[config.mk]
export PLATFORM = sky130hd
export DESIGN_NAME = load_store_unit
export DESIGN_NICKNAME = d
export VERILOG_FILES = /design/src/rtl/lsu_pkg.sv /design/src/rtl/lsu_lane.sv /design/src/rtl/load_store_unit.sv
export SDC_FILE = /design/constraint.sdc
export NUM_CORES = 1
export LEC_CHECK = 0
export ABC_AREA = 1
export CORE_ASPECT_RATIO = 0.6
export CORE_MARGIN = 5
export CORE_UTILIZATION = 52
export DETAILED_ROUTE_END_ITERATION = 10
export HOLD_SLACK_MARGIN = 0.1
export PLACE_DENSITY = 0.8
export SYNTH_ARGS = -nofsm -noshare
export SYNTH_HDL_FRONTEND = slang
export SYNTH_SLANG_ARGS = --single-unit
[constraint.sdc]
create_clock -name clk -period 2.7 [get_ports clk]
set_input_delay 0.54 -clock clk [delete_from_list [all_inputs] [get_ports clk]]
set_output_delay 0.54 -clock clk [all_outputs]
set_load 0.01 [all_outputs]
[src/rtl/lsu_pkg.sv]
// Shared definitions for the load/store unit: access op encodings, exception codes,
// FSM states and small decode helpers.
package lsu_pkg;

  typedef enum logic [2:0] {
    OP_LW  = 3'd0,
    OP_LH  = 3'd1,
    OP_LHU = 3'd2,
    OP_LB  = 3'd3,
    OP_LBU = 3'd4,
    OP_SW  = 3'd5,
    OP_SH  = 3'd6,
    OP_SB  = 3'd7
  } op_e;

  typedef enum logic [1:0] {
    EXC_NONE = 2'b00,
    EXC_ADEL = 2'b01,
    EXC_ADES = 2'b10
  } exc_e;

  typedef enum logic [1:0] {
    ST_IDLE,
    ST_ACCESS,
    ST_MERGE,
    ST_DONE
  } state_e;

  function automatic logic is_store(op_e op);
    return (op == OP_SW) || (op == OP_SH) || (op == OP_SB);
  endfunction

  function automatic logic is_misaligned(op_e op, logic [1:0] byte_off);
    logic bad;
    bad = 1'b0;
    case (op)
      OP_LW, OP_SW:         bad = (byte_off != 2'b00);
      OP_LH, OP_LHU, OP_SH: bad = byte_off[0];
      default:              bad = 1'b0;
    endcase
    return bad;
  endfunction

endpackage

[src/rtl/lsu_lane.sv]
// Byte-lane datapath: picks and extends the addressed lane of a loaded word, and
// splices store data into a previously read word for sub-word stores.
module lsu_lane
  import lsu_pkg::*;
(
  input  logic [2:0]  op,
  input  logic [1:0]  byte_off,
  input  logic [31:0] load_word,
  input  logic [31:0] merge_word,
  input  logic [31:0] wdata,
  output logic [31:0] load_data,
  output logic [31:0] merge_data
);

  logic [7:0]  byte_sel;
  logic [15:0] half_sel;
  logic [4:0]  bit_off;

  always_comb begin
    bit_off  = {byte_off, 3'b000};
    byte_sel = load_word[bit_off +: 8];
    half_sel = byte_off[1] ? load_word[31:16] : load_word[15:0];

    load_data = load_word;
    case (op_e'(op))
      OP_LH:   load_data = {{16{half_sel[15]}}, half_sel};
      OP_LHU:  load_data = {16'h0000, half_sel};
      OP_LB:   load_data = {{24{byte_sel[7]}}, byte_sel};
      OP_LBU:  load_data = {24'h000000, byte_sel};
      default: load_data = load_word;
    endcase

    // Only the addressed lanes change; the rest of the read word passes through.
    merge_data = merge_word;
    case (op_e'(op))
      OP_SW: merge_data = wdata;
      OP_SH: begin
        if (byte_off[1]) merge_data[31:16] = wdata[15:0];
        else             merge_data[15:0]  = wdata[15:0];
      end
      OP_SB:   merge_data[bit_off +: 8] = wdata[7:0];
      default: merge_data = merge_word;
    endcase
  end

endmodule

[src/rtl/load_store_unit.sv]
// Load/store unit between a CPU request port and a word-wide synchronous-write data
// memory; sub-word stores use a read-modify-write through a merge register.
module load_store_unit
  import lsu_pkg::*;
#(
  parameter int DM_AW = 10
) (
  input  logic             clk,
  input  logic             rst_n,
  input  logic             req,
  input  logic [2:0]       op,
  input  logic [31:0]      addr,
  input  logic [31:0]      wdata,
  output logic             ready,
  output logic             done,
  output logic [31:0]      rdata,
  output logic [1:0]       exc,
  output logic [DM_AW-1:0] dm_addr,
  output logic [31:0]      dm_din,
  output logic             dm_we,
  input  logic [31:0]      dm_dout
);

  state_e             state, state_next;
  op_e                op_q;
  logic [DM_AW+1:0]   addr_q;
  logic [31:0]        wdata_q;
  logic [31:0]        merge_q;
  logic [31:0]        rdata_q;
  exc_e               exc_q;

  logic               addr_bad;
  exc_e               exc_new;
  logic [31:0]        load_data;
  logic [31:0]        merge_data;

  lsu_lane u_lane (
    .op         (op_q),
    .byte_off   (addr_q[1:0]),
    .load_word  (dm_dout),
    .merge_word (merge_q),
    .wdata      (wdata_q),
    .load_data  (load_data),
    .merge_data (merge_data)
  );

  // Address faults are decided from the incoming request so they skip the memory.
  always_comb begin
    addr_bad = is_misaligned(op_e'(op), addr[1:0]) || ((addr >> (DM_AW + 2)) != 32'd0);
    exc_new  = EXC_NONE;
    if (addr_bad) exc_new = is_store(op_e'(op)) ? EXC_ADES : EXC_ADEL;
  end

  always_comb begin
    state_next = state;
    ready      = 1'b0;
    done       = 1'b0;
    dm_we      = 1'b0;
    dm_din     = '0;
    dm_addr    = '0;
    rdata      = '0;
    exc        = EXC_NONE;
    case (state)
      ST_IDLE: begin
        ready = 1'b1;
        if (req) state_next = addr_bad ? ST_DONE : ST_ACCESS;
      end
      ST_ACCESS: begin
        dm_addr = addr_q[DM_AW+1:2];
        if (op_q == OP_SW) begin
          dm_we      = 1'b1;
          dm_din     = wdata_q;
          state_next = ST_DONE;
        end else if (is_store(op_q)) begin
          state_next = ST_MERGE;
        end else begin
          state_next = ST_DONE;
        end
      end
      ST_MERGE: begin
        dm_addr    = addr_q[DM_AW+1:2];
        dm_we      = 1'b1;
        dm_din     = merge_data;
        state_next = ST_DONE;
      end
      ST_DONE: begin
        dm_addr    = addr_q[DM_AW+1:2];
        done       = 1'b1;
        rdata      = rdata_q;
        exc        = exc_q;
        state_next = ST_IDLE;
      end
      default: state_next = ST_IDLE;
    endcase
  end

  always_ff @(posedge clk or negedge rst_n) begin
    if (!rst_n) begin
      state   <= ST_IDLE;
      op_q    <= OP_LW;
      addr_q  <= '0;
      wdata_q <= '0;
      merge_q <= '0;
      rdata_q <= '0;
      exc_q   <= EXC_NONE;
    end else begin
      state <= state_next;
      case (state)
        ST_IDLE: begin
          if (req) begin
            op_q    <= op_e'(op);
            addr_q  <= addr[DM_AW+1:0];
            wdata_q <= wdata;
            rdata_q <= '0;
            exc_q   <= exc_new;
          end
        end
        ST_ACCESS: begin
          if (is_store(op_q)) merge_q <= dm_dout;
          else                rdata_q <= load_data;
        end
        default: ;
      endcase
    end
  end

endmodule

* Yosys cells after proc, flatten, opt, wreduce, memory -nomap -nowiden
Index checks and enable logic that the tools add are counted.
** Storage, ports and cells
- Register bits :: 115
- Latch bits :: 0
- Memory bits (writable) :: 0
- ROM bits :: 0
- Output and inout port bits :: 79
- Word-level logic and storage cells :: 70
- Memories kept :: 0
** Cells by class
- $add $sub $neg :: 1
- $mul :: 0
- Div/mod/pow operators :: 0
- Order comparisons :: 0
- Eq/ne operators :: 17
- Shifts and indexed selects :: 3
- Muxes and demuxes :: 26
- Bitwise operators :: 0
- Reductions and logical operators :: 16
** Operator list (count)
- $mux W32 :: 4
- $pmux W32 S2 :: 2
- $pmux W32 S4 :: 1
- $pmux W32 S3 :: 1
- $mux W16 :: 3
- $bwmux W32 :: 1
- $reduce_bool A32 Y1 :: 1
- $shift A8 B7 Y32 const A :: 1
- $shiftx A32 B6 Y8 :: 1
- $shiftx A8 B7 Y32 :: 1
- $eq A3 B3 Y1 const B :: 7
- $mux W10 :: 1
- $mux W2 :: 5
- $eq A3 B2 Y1 const B :: 3
- $pmux W2 S4 :: 1
- $neg A5 Y7 :: 1
- $eq A3 B1 Y1 const B :: 2
- $reduce_or A3 Y1 :: 2
- $logic_or A1 B1 Y1 :: 5
- $mux W1 :: 5
- $eq A2 B2 Y1 const B :: 2
- $ne A2 B2 Y1 const B :: 2
- $pmux W1 S2 :: 2
- $reduce_and A2 Y1 :: 2
- other kinds (6) :: 7

* Longest topological paths before layout
- Depth after elaboration :: 7
- Mapped depth :: 12

* By module
From an unflattened synthesis, not the netlist that was laid out.
** Second synthesis, totals
- Cell total of the unflattened synthesis :: 1283
- Area, all modules :: 8075.2 µm²
** By module, submodules not included
- load_store_unit :: times used 1, cells each 732, area each 5545.3 µm²
- lsu_lane :: times used 1, cells each 551, area each 2529.9 µm²

* Worst setup path before layout
Ideal clock, no wire load.
- Kind :: flip-flop to output port
- From :: register addr_q[1]
- To :: output port dm_din[7]
- Arrival time :: 2.014 ns
- Setup slack :: 0.146 ns
- Cell stages (with the launch flop) :: 12
- Cell sequence :: dfrtp_1 -> inv_1 -> buf_2 -> buf_2 -> ha_1 -> inv_1 -> nand2_1 -> o21ai_0 -> nand2_1 -> nand3_1 -> nand2_1 -> a21oi_1
** Between the ends
- Word-level cells in the longest chain between the ends :: 5
- Elaborated cells between the ends (all ways) :: 7
- Classes of those cells :: add/sub: 1; shift: 2; mux: 4
** RTL lines
- start, declared :: RTL line load_store_unit.sv:26 : logic [DM_AW+1:0] addr_q;
- start signal, assigned :: RTL line load_store_unit.sv:112 : addr_q <= addr[DM_AW+1:0];
- $neg A5 Y7 :: RTL line lsu_lane.sv:41 : OP_SB: merge_data[bit_off +: 8] = wdata[7:0];
- $shiftx A8 B7 Y32 / $shift A8 B7 Y32 (equally long branches) :: RTL line lsu_lane.sv:41
- $bwmux W32 :: RTL line lsu_lane.sv:41
- $pmux W32 S3 (*) :: RTL line lsu_lane.sv:35 : case (op_e'(op))
- $pmux W32 S2 (*) :: RTL line load_store_unit.sv:63 : case (state)
- end, declared :: RTL line load_store_unit.sv:19 : output logic [31:0] dm_din,
Every way passes the cells marked *; elsewhere a longest branch is shown, timed or not.

* Worst setup path in the final report
- From :: register addr_q[0]
- To :: output port dm_din[20]
** Between the ends
- Word-level cells in the longest chain between the ends :: 5
- Elaborated cells between the ends (all ways) :: 6
- Classes of those cells :: add/sub: 1; shift: 2; mux: 3
** RTL lines (RTL line)
- $neg A5 Y7 (*) :: lsu_lane.sv:41
- $shiftx A8 B7 Y32 / $shift A8 B7 Y32 (equally long branches) :: lsu_lane.sv:41
- $bwmux W32 (*) :: lsu_lane.sv:41
- $pmux W32 S3 (*) :: lsu_lane.sv:35
- $pmux W32 S2 (*) :: load_store_unit.sv:63
Marks and branches as above.

==> results.py <==
metrics = {
    "critical_path": {
        "cp-startpoint": "addr_q[0]",
        "arrival_ps": 2180,
        "slowest_delay_ps": 370,
        "cp-end-kind": "output port",
        "crit_path_cell_trace": "inv_2 -> buf_4 -> ha_4 -> inv_8 -> nand2_4 -> buf_6 -> nor3_4 -> o21ai_1 -> nand2_1 -> nand2_2 -> a21oi_2 -> buf_2",
        "crit_fanout": 8,
        "path_buf_inv": 5,
        "cpMaxStageDelayCell": "dfrtp_1",
        "worstSetupStartpointType": "register",
        "worstPathRequired_ps": 2160,
        "cpLargestDelayFamily": "buffers and inverters",
        "path_class": "register to output port",
        "regToRegStartpoint": "state[1]",
    },
    "layout": {
        "fill_cells": 1198,
        "antenna_cells": 0,
        "layout.nets": 1606,
        "area_delta_synth_final_pct": 42.92,
        "layout_common_cells": "nand2_1 (488), inv_1 (150), clkdlybuf4s50_1 (147), dfrtp_1 (112), o21ai_0 (95)",
        "final_common_cell": "nand2_1",
        "drive_gt1_share_pct": 14.66,
    },
    "run_status": {
        "status": "finished with violations",
        "violations": "negative setup slack",
    },
    "routing": {
        "drt_pass1_iterations": 5,
        "wl_um": 30380,
        "via_count": 9506,
        "viasPerCell": 5.559,
        "drt_iter0_markers": 1317,
        "wl_per_cell_um": 17.77,
        "drc": 0,
        "postRouteAntennaNets": 0,
    },
    "synthesis": {
        "synth_top_area_share_pct": 36.28,
        "synthDistinctLibCells": 28,
        "synthTopCellsByArea": "dfrtp_1 (36%), nand2_1 (24%), o21ai_0 (7.7%)",
        "synthCells": 1288,
        "synth-seq-cells": 115,
        "yosysTopAreaCell": "dfrtp_1",
        "synth.net_count": 1399,
        "syn_area_um2": 7933,
        "yosys_warnings": 0,
        "seq_area_frac_synth_pct": 36.28,
        "synth.avg_cell_area_um2": 6.159,
    },
    "grt": {
        "grt_max_degree": 57,
        "overflow": 0,
        "grt_pass1_wl_um": 45860,
        "track_usage_pct": 32.38,
        "grt_pass1_vias": 8587,
        "antenna_found_initial": 0,
    },
    "die": {
        "core_area_um2": 15150,
        "boundaryPins": 181,
        "die_h_um": 105.7,
        "start_util_pct": 52.35,
        "die_w_um": 169.5,
        "die-area_um2": 17910,
        "rows": 35,
    },
    "clock_tree": {
        "root_buffer": "clkbuf_16",
        "worstSkewPairLatency_ps": 420,
        "cts_buffer_depth": 2,
        "cts_buffers": 17,
        "cts.sinks": 115,
        "cts_tree": "built",
        "path_clk_slew_ps": 60,
        "h-tree-depth": 4,
    },
    "hold_path": {
        "hold_path.class": "register to register",
        "hp-start": "rdata_q[24]",
    },
    "sta": {
        "skew_ps": 9.520,
        "drv_slew": 0,
        "final.period_utilization_pct": 100.6,
        "finalSetupViolations": 4,
        "worst_slew_pin_slew_ps": 484.5,
        "fin_ws_ps": -16.96,
        "period_needed_ps": 2717,
        "setup_tns_ps": -31.46,
        "hold_viol_final": 0,
        "slew_headroom_pct": 67.58,
        "rsz0062_at_grt": "true",
        "fmax_mhz": 368.1,
    },
    "placement": {
        "gp_congestion": 0.9522,
        "hpwl_um": 21290,
        "io_buffer_count": 180,
    },
    "power": {
        "vdd_drop_max_v": 0.0005857,
        "p_per_area_nw_per_um2": 1219,
        "finalPower_mw": 13.82,
        "leakage_nw": 5.747,
    },
    "flow_run": {
        "drv_cap": 0,
    },
}
==> layout make-up <==
cell class              instances  area, µm²  share of cell area (%)
clock buffers                  18      439.2                   3.874
clock inverters                13      172.7                   1.523
inverters                     162      625.6                   5.518
multi-input cells             938       4394                   38.76
flip-flops and latches        115       2882                   25.42
well taps                     203      254.0                   2.240
repair buffers                261       2570                   22.67
==> power breakdown <==
group / switching [mW] / internal, mW / leakage [nW]
registers: 0.738 / 2.57 / 1.44
clock network: 0.904 / 1.49 / 0.286
logic: 5.01 / 3.11 / 4.02
total: 6.65 / 7.17 / 5.75
==> registers in the layout (all words and copies together) (netlist names) <==
name / cells
addr_q: 12
exc_q: 2
merge_q: 32
op_q: 3
rdata_q: 32
state: 2
wdata_q: 32
==> cells by family (layout without fill, tap and decap cells) <==
family	count (synthesis)	after routing	synth area share (%)
compound gates	251	251	16.69
fa+ha+maj	9	9	1.420
buf+inv	235	454	11.73
flops	115	115	36.28
simple gates	678	678	33.88
==> cell usage after synthesis <==
cell / n
a21oi_1: 97
a21oi_2: 1
a31oi_1: 1
buf_1: 8
buf_2: 29
buf_4: 3
clkbuf_1: 32
clkbuf_2: 1
clkinv_1: 1
dfrtp_1: 115
ha_1: 9
inv_1: 157
inv_2: 4
nand2_1: 497
nand3_1: 64
nand3_2: 2
nand3b_1: 2
nand4_1: 5
nor2_1: 96
nor2_4: 1
nor3_1: 4
nor4_1: 1
o211ai_1: 21
o211ai_2: 1
o21ai_0: 122
o21ai_1: 7
o21bai_1: 1
or2_2: 6
==> worst register-to-register path: stages (launching register included) <==
cell and delay (ps):
dfrtp_1 390, inv_1 90, ha_1 180, buf_4 190, inv_1 110, nor2_1 80, nor2_1 130, nand3_1 80
inv_1 380, o21ai_1 160, inv_1 110, nand2_1 70, nand2_1 80
==> routing by layer <==
layer  global-route usage (%)  wire, µm  up-vias
met3                    10.01      3764       64
li1                         -         -     4453
met5                        0         0        -
met2                    44.86     12530      621
met4                    9.305       592        0
met1                    48.25     13500     4368
==> path summary, 6_finish.rpt <==
kind                       slack [ps]  depth (start not counted)          end
setup / recovery                  -20                         12   dm_din[20]
min in group asynchronous         570                          2    addr_q[6]
hold / removal                    480                          2  rdata_q[24]
setup reg to reg                  570                         12  rdata_q[20]
max in group asynchronous        1470                          3   wdata_q[4]
hold reg to reg                   480                          2  rdata_q[24]
==> per-stage QoR <==
| step | util [%] | setup WS [ps] | std cells | cell area, µm² | hold slack, ps |
|---|---|---|---|---|---|
| floorplan | - | 145.8 | 1288 | 7933 | 244.4 |
| global placement | 68.27 | -111.5 | 1665 | 10340 | 463.9 |
| detailed placement | 68.27 | -119.7 | 1665 | 10340 | 464.9 |
| CTS | 73.02 | -11.71 | 1699 | 11060 | 480.4 |
| global route | 74.82 | -117.9 | 1710 | 11340 | 493.2 |
| finish | 74.82 | -16.96 | 1710 | 11340 | 476.5 |
==> what timing repair did <==
item,in CTS,in global routing
setup buffers,2,8
setup endpoints to repair,33,41
gates resized for setup,169,73
endpoints found under the hold margin,24,0
hold buffers,1,0
cloned,0,4
pin swaps,8,18
Power figures use the tool's default switching activity.
